[config.mk]
export PLATFORM = sky130hd
export DESIGN_NAME = fec_block_ctrl
export DESIGN_NICKNAME = d
export VERILOG_FILES = /design/src/rtl/fec_block_ctrl.sv
export SDC_FILE = /design/constraint.sdc
export NUM_CORES = 1
export LEC_CHECK = 0
export CAP_MARGIN = 20
export CORE_MARGIN = 4
export CORE_UTILIZATION = 32
export CTS_BUF_LIST = sky130_fd_sc_hd__clkbuf_4
export DETAILED_ROUTE_END_ITERATION = 12
export PLACE_DENSITY = 0.56
export SLEW_MARGIN = 30
export SYNTH_ARGS = -nofsm -noshare
export SYNTH_HDL_FRONTEND = slang
export SYNTH_SLANG_ARGS = --single-unit
[constraint.sdc]
create_clock -name clk -period 3.3 [get_ports clk]
set_input_delay 0.66 -clock clk [delete_from_list [all_inputs] [get_ports clk]]
set_output_delay 0.66 -clock clk [all_outputs]
set_load 0.01 [all_outputs]
[src/rtl/fec_block_ctrl.sv]
`default_nettype none
// ============================================================================
// Module   : fec_block_ctrl
// Function : Block sequencer for the convolutional FEC stage. Buffers 96-bit
//            randomized blocks in bit RAM and replays each to the encoder
//            as a tail-biting preload followed by backpressured encode steps.
//            FEC_CTRL_PINGPONG_EN selects two banks (fill and encode
//            overlap). Without it, one bank is used and the two run in turn.
// Revision : 1.0  initial release
// ============================================================================
module fec_block_ctrl #(
  parameter int BLOCK_BITS = 96,
  parameter int PRELOAD    = 6,
  parameter int ADDR_W     = 7
) (
  input  logic              clk,
  input  logic              reset,
  input  logic              rand_valid,
  output logic              rand_ready,
  output logic              wr_en,
  output logic              wr_bank,
  output logic [ADDR_W-1:0] wr_addr,
  output logic              rd_en,
  output logic              rd_bank,
  output logic [ADDR_W-1:0] rd_addr,
  input  logic              intl_ready,
  output logic              enc_load,
  output logic              enc_step,
  output logic              enc_sof,
  output logic              enc_eof,
  output logic              busy
);

`ifdef FEC_CTRL_PINGPONG_EN
  localparam bit c_pingpong = 1'b1;
`else
  localparam bit c_pingpong = 1'b0;
`endif

  localparam logic [ADDR_W-1:0] c_last_addr    = ADDR_W'(BLOCK_BITS - 1);
  localparam logic [ADDR_W-1:0] c_preload_addr = ADDR_W'(BLOCK_BITS - PRELOAD);
  localparam logic [ADDR_W-1:0] c_addr_one     = ADDR_W'(1);

  typedef enum logic [1:0] {
    R_IDLE    = 2'd0,
    R_PRELOAD = 2'd1,
    R_ENCODE  = 2'd2,
    R_DONE    = 2'd3
  } rd_state_t;

  rd_state_t         r_state;
  rd_state_t         w_state_nxt;
  logic [1:0]        r_full;
  logic [1:0]        w_full_nxt;
  logic              r_wr_bank;
  logic              r_rd_bank;
  logic [ADDR_W-1:0] r_wr_addr;
  logic [ADDR_W-1:0] r_rd_addr;
  logic              r_enc_load;
  logic              r_enc_step;
  logic              r_enc_sof;
  logic              r_enc_eof;
  logic              w_rand_ready;
  logic              w_wr_en;
  logic              w_wr_last;
  logic              w_rd_en;
  logic              w_rd_at_last;
  logic              w_done;

  assign w_rand_ready = !r_full[r_wr_bank];
  assign w_wr_en      = rand_valid & w_rand_ready;
  assign w_wr_last    = w_wr_en && (r_wr_addr == c_last_addr);
  assign w_rd_at_last = (r_rd_addr == c_last_addr);

  // Fill side: sequential write address, bank flips on the last bit of a block
  always_ff @(posedge clk) begin
    if (reset) begin
      r_wr_addr <= '0;
      r_wr_bank <= 1'b0;
    end else if (w_wr_en) begin
      if (w_wr_last) begin
        r_wr_addr <= '0;
        r_wr_bank <= c_pingpong ? ~r_wr_bank : 1'b0;
      end else begin
        r_wr_addr <= r_wr_addr + c_addr_one;
      end
    end
  end

  // Set and clear can coincide only on opposite banks, so both are applied
  always_comb begin
    w_full_nxt = r_full;
    if (w_done)
      w_full_nxt[r_rd_bank] = 1'b0;
    if (w_wr_last)
      w_full_nxt[r_wr_bank] = 1'b1;
  end

  always_ff @(posedge clk) begin
    if (reset)
      r_full <= 2'b00;
    else
      r_full <= w_full_nxt;
  end

  always_ff @(posedge clk) begin
    if (reset)
      r_state <= R_IDLE;
    else
      r_state <= w_state_nxt;
  end

  always_comb begin
    w_state_nxt = r_state;
    w_rd_en     = 1'b0;
    w_done      = 1'b0;
    case (r_state)
      R_IDLE: begin
        if (r_full[r_rd_bank])
          w_state_nxt = R_PRELOAD;
      end
      R_PRELOAD: begin
        w_rd_en = 1'b1;
        if (w_rd_at_last)
          w_state_nxt = R_ENCODE;
      end
      R_ENCODE: begin
        w_rd_en = intl_ready;
        if (intl_ready && w_rd_at_last)
          w_state_nxt = R_DONE;
      end
      R_DONE: begin
        w_done      = 1'b1;
        w_state_nxt = R_IDLE;
      end
      default: w_state_nxt = R_IDLE;
    endcase
  end

  // Read addressing: preload walks the block tail, encode walks from zero
  always_ff @(posedge clk) begin
    if (reset) begin
      r_rd_addr <= '0;
      r_rd_bank <= 1'b0;
    end else begin
      case (r_state)
        R_IDLE: begin
          if (r_full[r_rd_bank])
            r_rd_addr <= c_preload_addr;
        end
        R_PRELOAD: begin
          r_rd_addr <= w_rd_at_last ? '0 : r_rd_addr + c_addr_one;
        end
        R_ENCODE: begin
          if (w_rd_en)
            r_rd_addr <= w_rd_at_last ? '0 : r_rd_addr + c_addr_one;
        end
        R_DONE: begin
          r_rd_bank <= c_pingpong ? ~r_rd_bank : 1'b0;
        end
        default: r_rd_addr <= '0;
      endcase
    end
  end

  // Encoder strobes line up with RAM data, one clock after the read
  always_ff @(posedge clk) begin
    if (reset) begin
      r_enc_load <= 1'b0;
      r_enc_step <= 1'b0;
      r_enc_sof  <= 1'b0;
      r_enc_eof  <= 1'b0;
    end else begin
      r_enc_load <= w_rd_en && (r_state == R_PRELOAD);
      r_enc_step <= w_rd_en && (r_state == R_ENCODE);
      r_enc_sof  <= w_rd_en && (r_state == R_ENCODE) && (r_rd_addr == '0);
      r_enc_eof  <= w_rd_en && (r_state == R_ENCODE) && w_rd_at_last;
    end
  end

  assign rand_ready = w_rand_ready;
  assign wr_en      = w_wr_en;
  assign wr_bank    = r_wr_bank;
  assign wr_addr    = r_wr_addr;
  assign rd_en      = w_rd_en;
  assign rd_bank    = r_rd_bank;
  assign rd_addr    = r_rd_addr;
  assign enc_load   = r_enc_load;
  assign enc_step   = r_enc_step;
  assign enc_sof    = r_enc_sof;
  assign enc_eof    = r_enc_eof;
  assign busy       = (r_state != R_IDLE);

endmodule
`default_nettype wire

==> impl_metrics.yaml, run 1 <==
clocking:
  cts_sinks: 21
  cts_tree: "built"
  ctsHoldBuffers: 0
  ctsResizeCount: 0
  post_cts_buffers: 0
  clock_path_buffers: 2
  cts_buffers: 3
  htreeDepth: 1
  root_buffer: "clkbuf_4"
  path_clk_slew_ps: 110
  clock_latency_ps: 300
die:
  io_pins: 28
  core_um2: 3360
  dieWidth_um: 67.2
  start_util_pct: 33.3
  fp.dieH_um: 67.2
  rows: 21
  dieArea_um2: 4510
logic_synthesis:
  avgSynthCellArea_um2: 8.76
  netlist-cell-type-count: 42
  yosysSeqAreaShare_pct: 37.5
  syn_area_um2: 1120
  synth_area_leaders: "dfxtp_1 (38%), ha_1 (8.9%), nand2_1 (4.7%)"
  synth_top_area_share_pct: 37.5
  synth_seq_cells: 21
  syn-instance-count: 128
  yosysTopAreaCell: "dfxtp_1"
  yosysWarnings: 0
worst_hold_path:
  min_path_type: "flop to flop"
  hold_depth: 2
critical_path:
  critPathTopFamily: "buffers and inverters"
  critPathSlowestCell: "clkdlybuf4s50_1"
  crit_chain: "inv_1, ha_1, nor2b_1, clkdlybuf4s50_1"
  cpPeakStageDelay_ps: 550
  critPathRequiredTime_ps: 2640
  critPathMaxFanout: 12
  critical_path_class: "flop to primary output"
  crit_arrival_ps: 2030
  critPathBufInv: 2
  ff2ff_path_depth: 6
  cp-end-kind: "primary output"
  path_depth: 4
  startpoint_type: "flop"
sta:
  slew_violations: 0
  fmaxAchievable_ghz: 0.371
  layout_min_cycle_time_ps: 2690
  rsz0062_at_grt: "no"
  tns_ps: 0
  finalHoldViolCount: 0
  worst_slack_ps: 605
  setup_viol: 0
  clock_skew_ps: 9.11
  fin_crit_sh_pct: 81.7
grt:
  antenna_found_initial: 0
  grtUsageTotal_pct: 11.4
  overflow: 0
  grt_pass1_vias: 861
  grt_first_pass_wirelength_mm: 3.97
  grt_max_degree: 13
run_status:
  status: "complete, no violations"
placement:
  port_buffers: 25
  hpwlAfterDp_mm: 1.82
  gp_congestion: 0.810
  pre_cts_ws_ps: 683
power_and_ir_drop:
  p_per_area_nw_per_um2: 517
  leakage_nw: 0.512
  total_power_w: 0.000746
  vdd_ir_drop_max_uv: 267
finish:
  syn2layout_area_growth_pct: 28.8
  antennaDiodeCount: 0
  layout-drive-gt1-share_pct: 9.74
  final_util_pct: 42.9
  nets: 167
job:
  cap_viol_max_count: 0
route:
  drc: 0
  dr.pass1.iters: 4
  drt_wl_total_mm: 2.44
  wl_met1_mm: 1.22
  post_drt_via_cell_ratio: 4.73
  vias: 946
  wl_met2_mm: 1.13
  wl_met3_um: 75
  wl_per_cell_um: 12.2
  final_antenna_net_count: 0
  drt_iter0_drc: 24
  top_layer: "met4"
[metrics by stage]
stage,cell area [µm²],cells,hold WS (ps)
finish,1440,200,508
global route,1440,200,536
CTS,1440,200,510
detailed placement,1410,196,491
global placement,1410,196,501
floorplan,1120,129,487
[cell usage after synthesis]
| library cell | instances |
|---|---|
| a2111oi_4 | 1 |
| a211o_2 | 1 |
| a211oi_1 | 2 |
| a211oi_2 | 1 |
| a21o_1 | 1 |
| a21oi_1 | 7 |
| a31o_2 | 2 |
| a31oi_1 | 2 |
| a32oi_1 | 1 |
| and2b_2 | 1 |
| and3_1 | 1 |
| and4b_1 | 1 |
| buf_4 | 2 |
| clkbuf_1 | 3 |
| conb_1 | 1 |
| dfxtp_1 | 21 |
| ha_1 | 8 |
| inv_1 | 9 |
| mux2i_1 | 1 |
| nand2_1 | 14 |
| nand2b_1 | 3 |
| nand3_1 | 2 |
| nand3b_1 | 1 |
| nand4_1 | 4 |
| nand4_2 | 1 |
| nand4b_1 | 1 |
| nor2_1 | 10 |
| nor2b_1 | 5 |
| nor3_1 | 2 |
| nor3_2 | 1 |
| nor3b_1 | 2 |
| nor4_1 | 1 |
| o211ai_1 | 1 |
| o21ai_0 | 4 |
| o21ai_2 | 1 |
| o22ai_1 | 1 |
| o31ai_1 | 1 |
| o32ai_1 | 1 |
| or2_4 | 1 |
| or2b_1 | 1 |
| xnor2_1 | 1 |
| xor2_1 | 3 |
[path summary, 6_finish.rpt]
| check | endpoint | slack [ps] | from |
|---|---|---|---|
| max | rd_en | 610 | r_state[0] |
| min | wr_addr[1] | 510 | wr_addr[1] |
| max reg2reg | rd_addr[5] | 1290 | r_state[0] |
| min reg2reg | wr_addr[1] | 510 | wr_addr[1] |
[power by group]
group | leakage (nW) | total, W | switching [W] | internal, W
clock | 0.0184 | 0.000132 | 0.0000770 | 0.0000553
combinational | 0.323 | 0.000292 | 0.000157 | 0.000135
sequential | 0.170 | 0.000321 | 0.0000377 | 0.000283
[layout by cell type, fill, tap and decap left out, types with 2 or more instances in the layout]
cell	instances
nand2b_1	3
nor2b_1	5
clkbuf_4	4
inv_1	9
a21oi_1	7
nor2_1	10
dfxtp_1	21
clkdlybuf4s50_1	25
nand3_1	2
a31oi_1	2
ha_1	8
conb_1	2
o21ai_0	4
nand2_1	14
nand4_1	4
xor2_1	3
a31o_2	2
a211oi_1	2
nor3b_1	2
nor3_1	2
[registers in the layout, indices dropped and copies added, names as in the netlist]
name,cells
enc_sof,1
r_full,1
enc_load,1
wr_addr,7
enc_step,1
r_state,2
rd_addr,7
enc_eof,1
[worst reg2reg max path: cells and delay by family, from the launching register on]
| kind | cells | cell delay (ps) |
|---|---|---|
| buffers and inverters | 1 | 100 |
| DFF | 1 | 400 |
| AOI/OAI and AO/OA | 3 | 770 |
| adders and majority gates | 1 | 510 |
| and+or+nand+nor | 1 | 170 |
[routing by layer]
layer,vias up,global-route usage [%]
met5,-,0
met2,11,16.4
met3,2,2.33
li1,494,-
met4,0,3.80
met1,439,16.6
[area by class of cell]
cell class	count	area, µm²
clock buffer	4	30.0
fill	371	1920
inverter	9	33.8
multi-input combinational	94	644
sequential	21	420
tap	46	57.6
timing repair buffer	26	258
[kinds of logic (layout without fill, tap and decap cells)]
logic type                 after synthesis  after routing  synth area share (%)
muxes                                    1              1                 0.893
buffers and inverters                   14             39                  5.36
xor gates and xnor gates                 4              4                  3.13
AOI/OAI and AO/OA                       27             27                  18.3
DFF                                     21             21                  37.5
other                                    1              2                 0.335
adders and majority gates                8              8                  8.93
and+or+nand+nor                         52             52                  25.6
No activity file was read; power rests on OpenSTA's default activity.
==> inputs of run 2 (changes only) <==
==> constraint.sdc (replaced) <==
create_clock -name clk -period 2.73 [get_ports clk]
set_input_delay 0.546 -clock clk [delete_from_list [all_inputs] [get_ports clk]]
set_output_delay 0.546 -clock clk [all_outputs]
set_load 0.01 [all_outputs]
==> run 2 against run 1 <==
Against the previous run: design area is the same; clock skew is 7.2 ps lower; non-clock buffer count unchanged; wire length up 2.3%; total power rose by 21%; combinational power is 22% higher; final cell count did not move; via count shrank 0.63%; largest cell class unchanged.
==> impl_metrics.yaml, run 2 (synthesized netlist as in run 1, its figures left out) <==
run_status:
  status: "complete, no violations"
sta:
  setup_viol: 0
  fin_crit_sh_pct: 96.9
  tns_ps: 0
  hold_ws_ps: 513
  clock_skew_ps: 1.89
  layout_min_cycle_time_ps: 2640
  finalHoldViolCount: 0
  rsz0062_at_grt: "no"
  fmaxAchievable_ghz: 0.378
  slew_violations: 0
die:
  dieArea_um2: 4510
  io_pins: 28
  dieWidth_um: 67.2
  start_util_pct: 33.3
  rows: 21
  core_um2: 3360
  fp.dieH_um: 67.2
route:
  vias: 940
  post_drt_via_cell_ratio: 4.70
  wl_per_cell_um: 12.5
  wl_met2_mm: 1.12
  wl_met1_mm: 1.28
  drc: 0
  wl_met3_um: 67
  drt_iter0_drc: 15
  dr.pass1.iters: 4
  top_layer: "met4"
  final_antenna_net_count: 0
  drt_wl_total_mm: 2.49
clocking:
  root_buffer: "clkbuf_4"
  post_cts_buffers: 0
  path_clk_slew_ps: 120
  clock_path_buffers: 2
  cts_buffers: 3
  ctsResizeCount: 0
  clock_latency_ps: 290
  ctsHoldBuffers: 0
  cts_tree: "built"
  cts_sinks: 21
  htreeDepth: 1
worst_hold_path:
  hp-start: "wr_addr[1]"
  min_path_type: "flop to flop"
  hold_depth: 2
  hold-path-endpoint: "wr_addr[1]"
power_and_ir_drop:
  p_per_area_nw_per_um2: 626
  leakage_nw: 0.512
  vdd_ir_drop_max_uv: 350
critical_path:
  cpPeakStageDelay_ps: 550
  startpoint_type: "flop"
  critPathRequiredTime_ps: 2180
  crit_arrival_ps: 2100
  critPathTopFamily: "buffers and inverters"
  crit_chain: "inv_1, ha_1, nor2b_1, clkdlybuf4s50_1"
  r2r-start: "r_state[0]"
  critPathBufInv: 2
  cp-end-kind: "primary output"
  critPathMaxFanout: 12
  critical_path_class: "flop to primary output"
  ff2ff_path_depth: 6
  rr_endpoint: "rd_addr[5]"
  critPathSlowestCell: "clkdlybuf4s50_1"
  r2r_slack_ps: 670
grt:
  grt_pass1_vias: 837
  grtUsageTotal_pct: 11.7
  antenna_found_initial: 0
  grt_first_pass_wirelength_mm: 4.07
  overflow: 0
  grt_max_degree: 13
finish:
  antennaDiodeCount: 0
  final_util_pct: 42.9
  layout-drive-gt1-share_pct: 9.74
  final_cell_mix: "clkdlybuf4s50_1 (25), dfxtp_1 (21), nand2_1 (14)"
  syn2layout_area_growth_pct: 28.8
  final_common_cell: "clkdlybuf4s50_1"
  nets: 167
  n_fill_cell: 355
placement:
  hpwlAfterDp_mm: 1.84
  port_buffers: 25
  gp_congestion: 0.791
job:
  cap_viol_max_count: 0
-- run 2: cell counts in the layout (fill, tap and decap cells not counted) --
No cell type changed its count.
-- run 2: how the worst max path moves through the flow --
stage / startpoint / end / slack [ps] / cells past startpoint
after CTS: r_state[0] / rd_en / 80 / 4
final: r_state[0] / rd_en / 90 / 4
after global placement: rand_valid / wr_en / 370 / 4
after floorplan: r_state[0] / rd_en / 960 / 4
after global routing: r_state[0] / rd_en / 0.5 / 4
after detailed placement: rand_valid / wr_en / 320 / 4
-- run 2: metal layers --
| metal | up-vias | global-route usage (%) |
|---|---|---|
| li1 | 496 | - |
| met4 | 0 | 4.81 |
| met1 | 426 | 16.7 |
| met3 | 2 | 2.00 |
| met2 | 16 | 17.3 |
| met5 | - | 0 |
-- run 2: power by group --
| group | internal [W] | total [W] | switching [W] |
|---|---|---|---|
| sequential | 0.000343 | 0.000389 | 0.0000462 |
| clock | 0.0000667 | 0.000158 | 0.0000912 |
| combinational | 0.000164 | 0.000357 | 0.000193 |
-- run 2: worst min-delay path: cells and delay by family (launching register included) --
family           cells  cell delay (ps)
AND/OR/NAND/NOR      1               60
flip-flops           1              360
AO/OA/AOI/OAI        1               50
-- run 2: cell type report --
class / instances / area [µm²] / share of cell area, %
clock buffers: 4 / 30.0 / 2.08
inverters: 9 / 33.8 / 2.34
multi-input cells: 94 / 644 / 44.6
flip-flops and latches: 21 / 420 / 29.1
well taps: 46 / 57.6 / 3.99
repair buffers: 26 / 258 / 17.9
-- run 2: through the flow --
stage               instance area (µm²)  power (W)  setup slack (ps)  cells
floorplan                          1120   0.000620               959    129
global placement                   1410   0.000747               368    196
detailed placement                 1410   0.000752               318    196
CTS                                1440   0.000917              79.7    200
global route                       1440   0.000960             0.531    200
finish                             1440   0.000904              85.5    200
==> inputs of run 3 (changes only) <==
--- a/config.mk
+++ b/config.mk
@@ -10,7 +10,6 @@
 export CORE_UTILIZATION = 32
 export CTS_BUF_LIST = sky130_fd_sc_hd__clkbuf_4
 export DETAILED_ROUTE_END_ITERATION = 12
-export PLACE_DENSITY = 0.56
 export SLEW_MARGIN = 30
 export SYNTH_ARGS = -nofsm -noshare
 export SYNTH_HDL_FRONTEND = slang
==> run 3 against run 2 <==
Against the previous run: worst hold slack lost 5.8 ps; combinational power is 2% higher; sequential share of layout area shrank 0.10 points; critical path type unchanged; highest routed layer unchanged.
==> impl_metrics.yaml, run 3 (synthesized netlist as in run 1, its figures left out) <==
clocking:
  cts_tree: "built"
  post_cts_buffers: 0
  htreeDepth: 1
  ctsResizeCount: 0
  cts_sinks: 21
  path_clk_slew_ps: 110
  clock_latency_ps: 310
  cts_buffers: 3
  ctsHoldBuffers: 0
  root_buffer: "clkbuf_4"
  clock_path_buffers: 2
route:
  post_drt_via_cell_ratio: 4.78
  drt_wl_total_mm: 2.38
  final_antenna_net_count: 0
  drt_iter0_drc: 14
  dr.pass1.iters: 4
  drc: 0
  vias: 960
  wl_per_cell_um: 11.8
placement:
  port_buffers: 25
  gp_congestion: 0.799
  place_inst: 197
  dpl_cell_area_um2: 1420
  hpwlAfterDp_mm: 1.87
critical_path:
  critPathMaxFanout: 8
  critPathRequiredTime_ps: 2180
  crit_arrival_ps: 1900
  critical_path_class: "flop to primary output"
  cp-end-kind: "primary output"
  startpoint_type: "flop"
finish:
  nets: 168
  syn2layout_area_growth_pct: 29.2
  antennaDiodeCount: 0
  final-instance-count-excl-fill: 201
  n_fill_cell: 363
  layout-drive-gt1-share_pct: 10.3
  final_common_cell: "clkdlybuf4s50_1"
  final_cell_mix: "clkdlybuf4s50_1 (25), dfxtp_1 (21), nand2_1 (14)"
  post-route-cell-area_um2: 1450
power_and_ir_drop:
  p_per_area_nw_per_um2: 622
  leakage_nw: 0.516
  vdd_ir_drop_max_uv: 221
  total_power_w: 0.000900
grt:
  overflow: 0
  grt_pass1_vias: 879
  grtUsageTotal_pct: 11.6
  antenna_found_initial: 0
  grt_first_pass_wirelength_mm: 4.06
  grt_max_degree: 13
sta:
  finalHoldViolCount: 0
  tns_ps: 0
  rsz0062_at_grt: "no"
  fmaxAchievable_ghz: 0.409
  clock_skew_ps: 4.29
  fin_crit_sh_pct: 89.6
  setup_viol: 0
  hold_ws_ps: 507
  slew_violations: 0
  layout_min_cycle_time_ps: 2450
die:
  dieArea_um2: 4510
  io_pins: 28
  rows: 21
  dieWidth_um: 67.2
  start_util_pct: 33.3
  core_um2: 3360
  fp.dieH_um: 67.2
run_status:
  status: "complete, no violations"
job:
  cap_viol_max_count: 0
worst_hold_path:
  min_path_type: "flop to flop"
-- run 3: changes by cell type in the layout (fill, tap and decap cells not counted), sizes merged --
cell	previous run	this run
clkbuf	4	3
clkinv	0	1
buf	1	2
-- run 3: worst paths after layout --
path / startpoint / endpoint / slack [ps] / depth (start not counted)
min reg2reg: wr_addr[1] / wr_addr[1] / 510 / 2
max reg2reg: r_state[0] / rd_addr[0] / 810 / 7
min: wr_addr[1] / wr_addr[1] / 510 / 2
max: r_state[0] / rd_en / 280 / 5
-- run 3: layer usage --
metal,up-vias,GRT usage [%],share of wire [%]
li1,497,-,-
met1,443,16.3,49
met2,18,17.7,47
met3,2,1.33,3.3
met4,0,5.32,0.46
met5,-,0,0
-- run 3: where the power goes --
part | switching (W) | internal [W] | leakage (nW)
Clock | 0.0000972 | 0.0000547 | 0.0177
Sequential | 0.0000432 | 0.000343 | 0.170
Combinational | 0.000194 | 0.000169 | 0.329
Total | 0.000334 | 0.000566 | 0.516
-- run 3: final cells by class --
class	instances	area [µm²]	share of cell area, %
tap	46	57.6	3.97
inverter	9	33.8	2.33
timing repair buffer	27	265	18.3
sequential	21	420	29.0
clock buffer	3	22.5	1.55
multi-input combinational	94	644	44.5
clock inverter	1	5.00	0.345
-- run 3: metrics by stage --
step | utilization, % | setup slack [ps]
after global placement | 42.3 | 366
after CTS | 43.1 | 249
after global routing | 43.1 | 142
final | 43.1 | 284
after detailed placement | 42.3 | 331
after floorplan | - | 959
-- run 3: worst max-delay path: stages, from the launching register on --
cell and delay [ps]:
dfxtp_1 360, inv_1 110, ha_1 370, a21oi_1 110, nor2b_1 120, clkdlybuf4s50_1 540
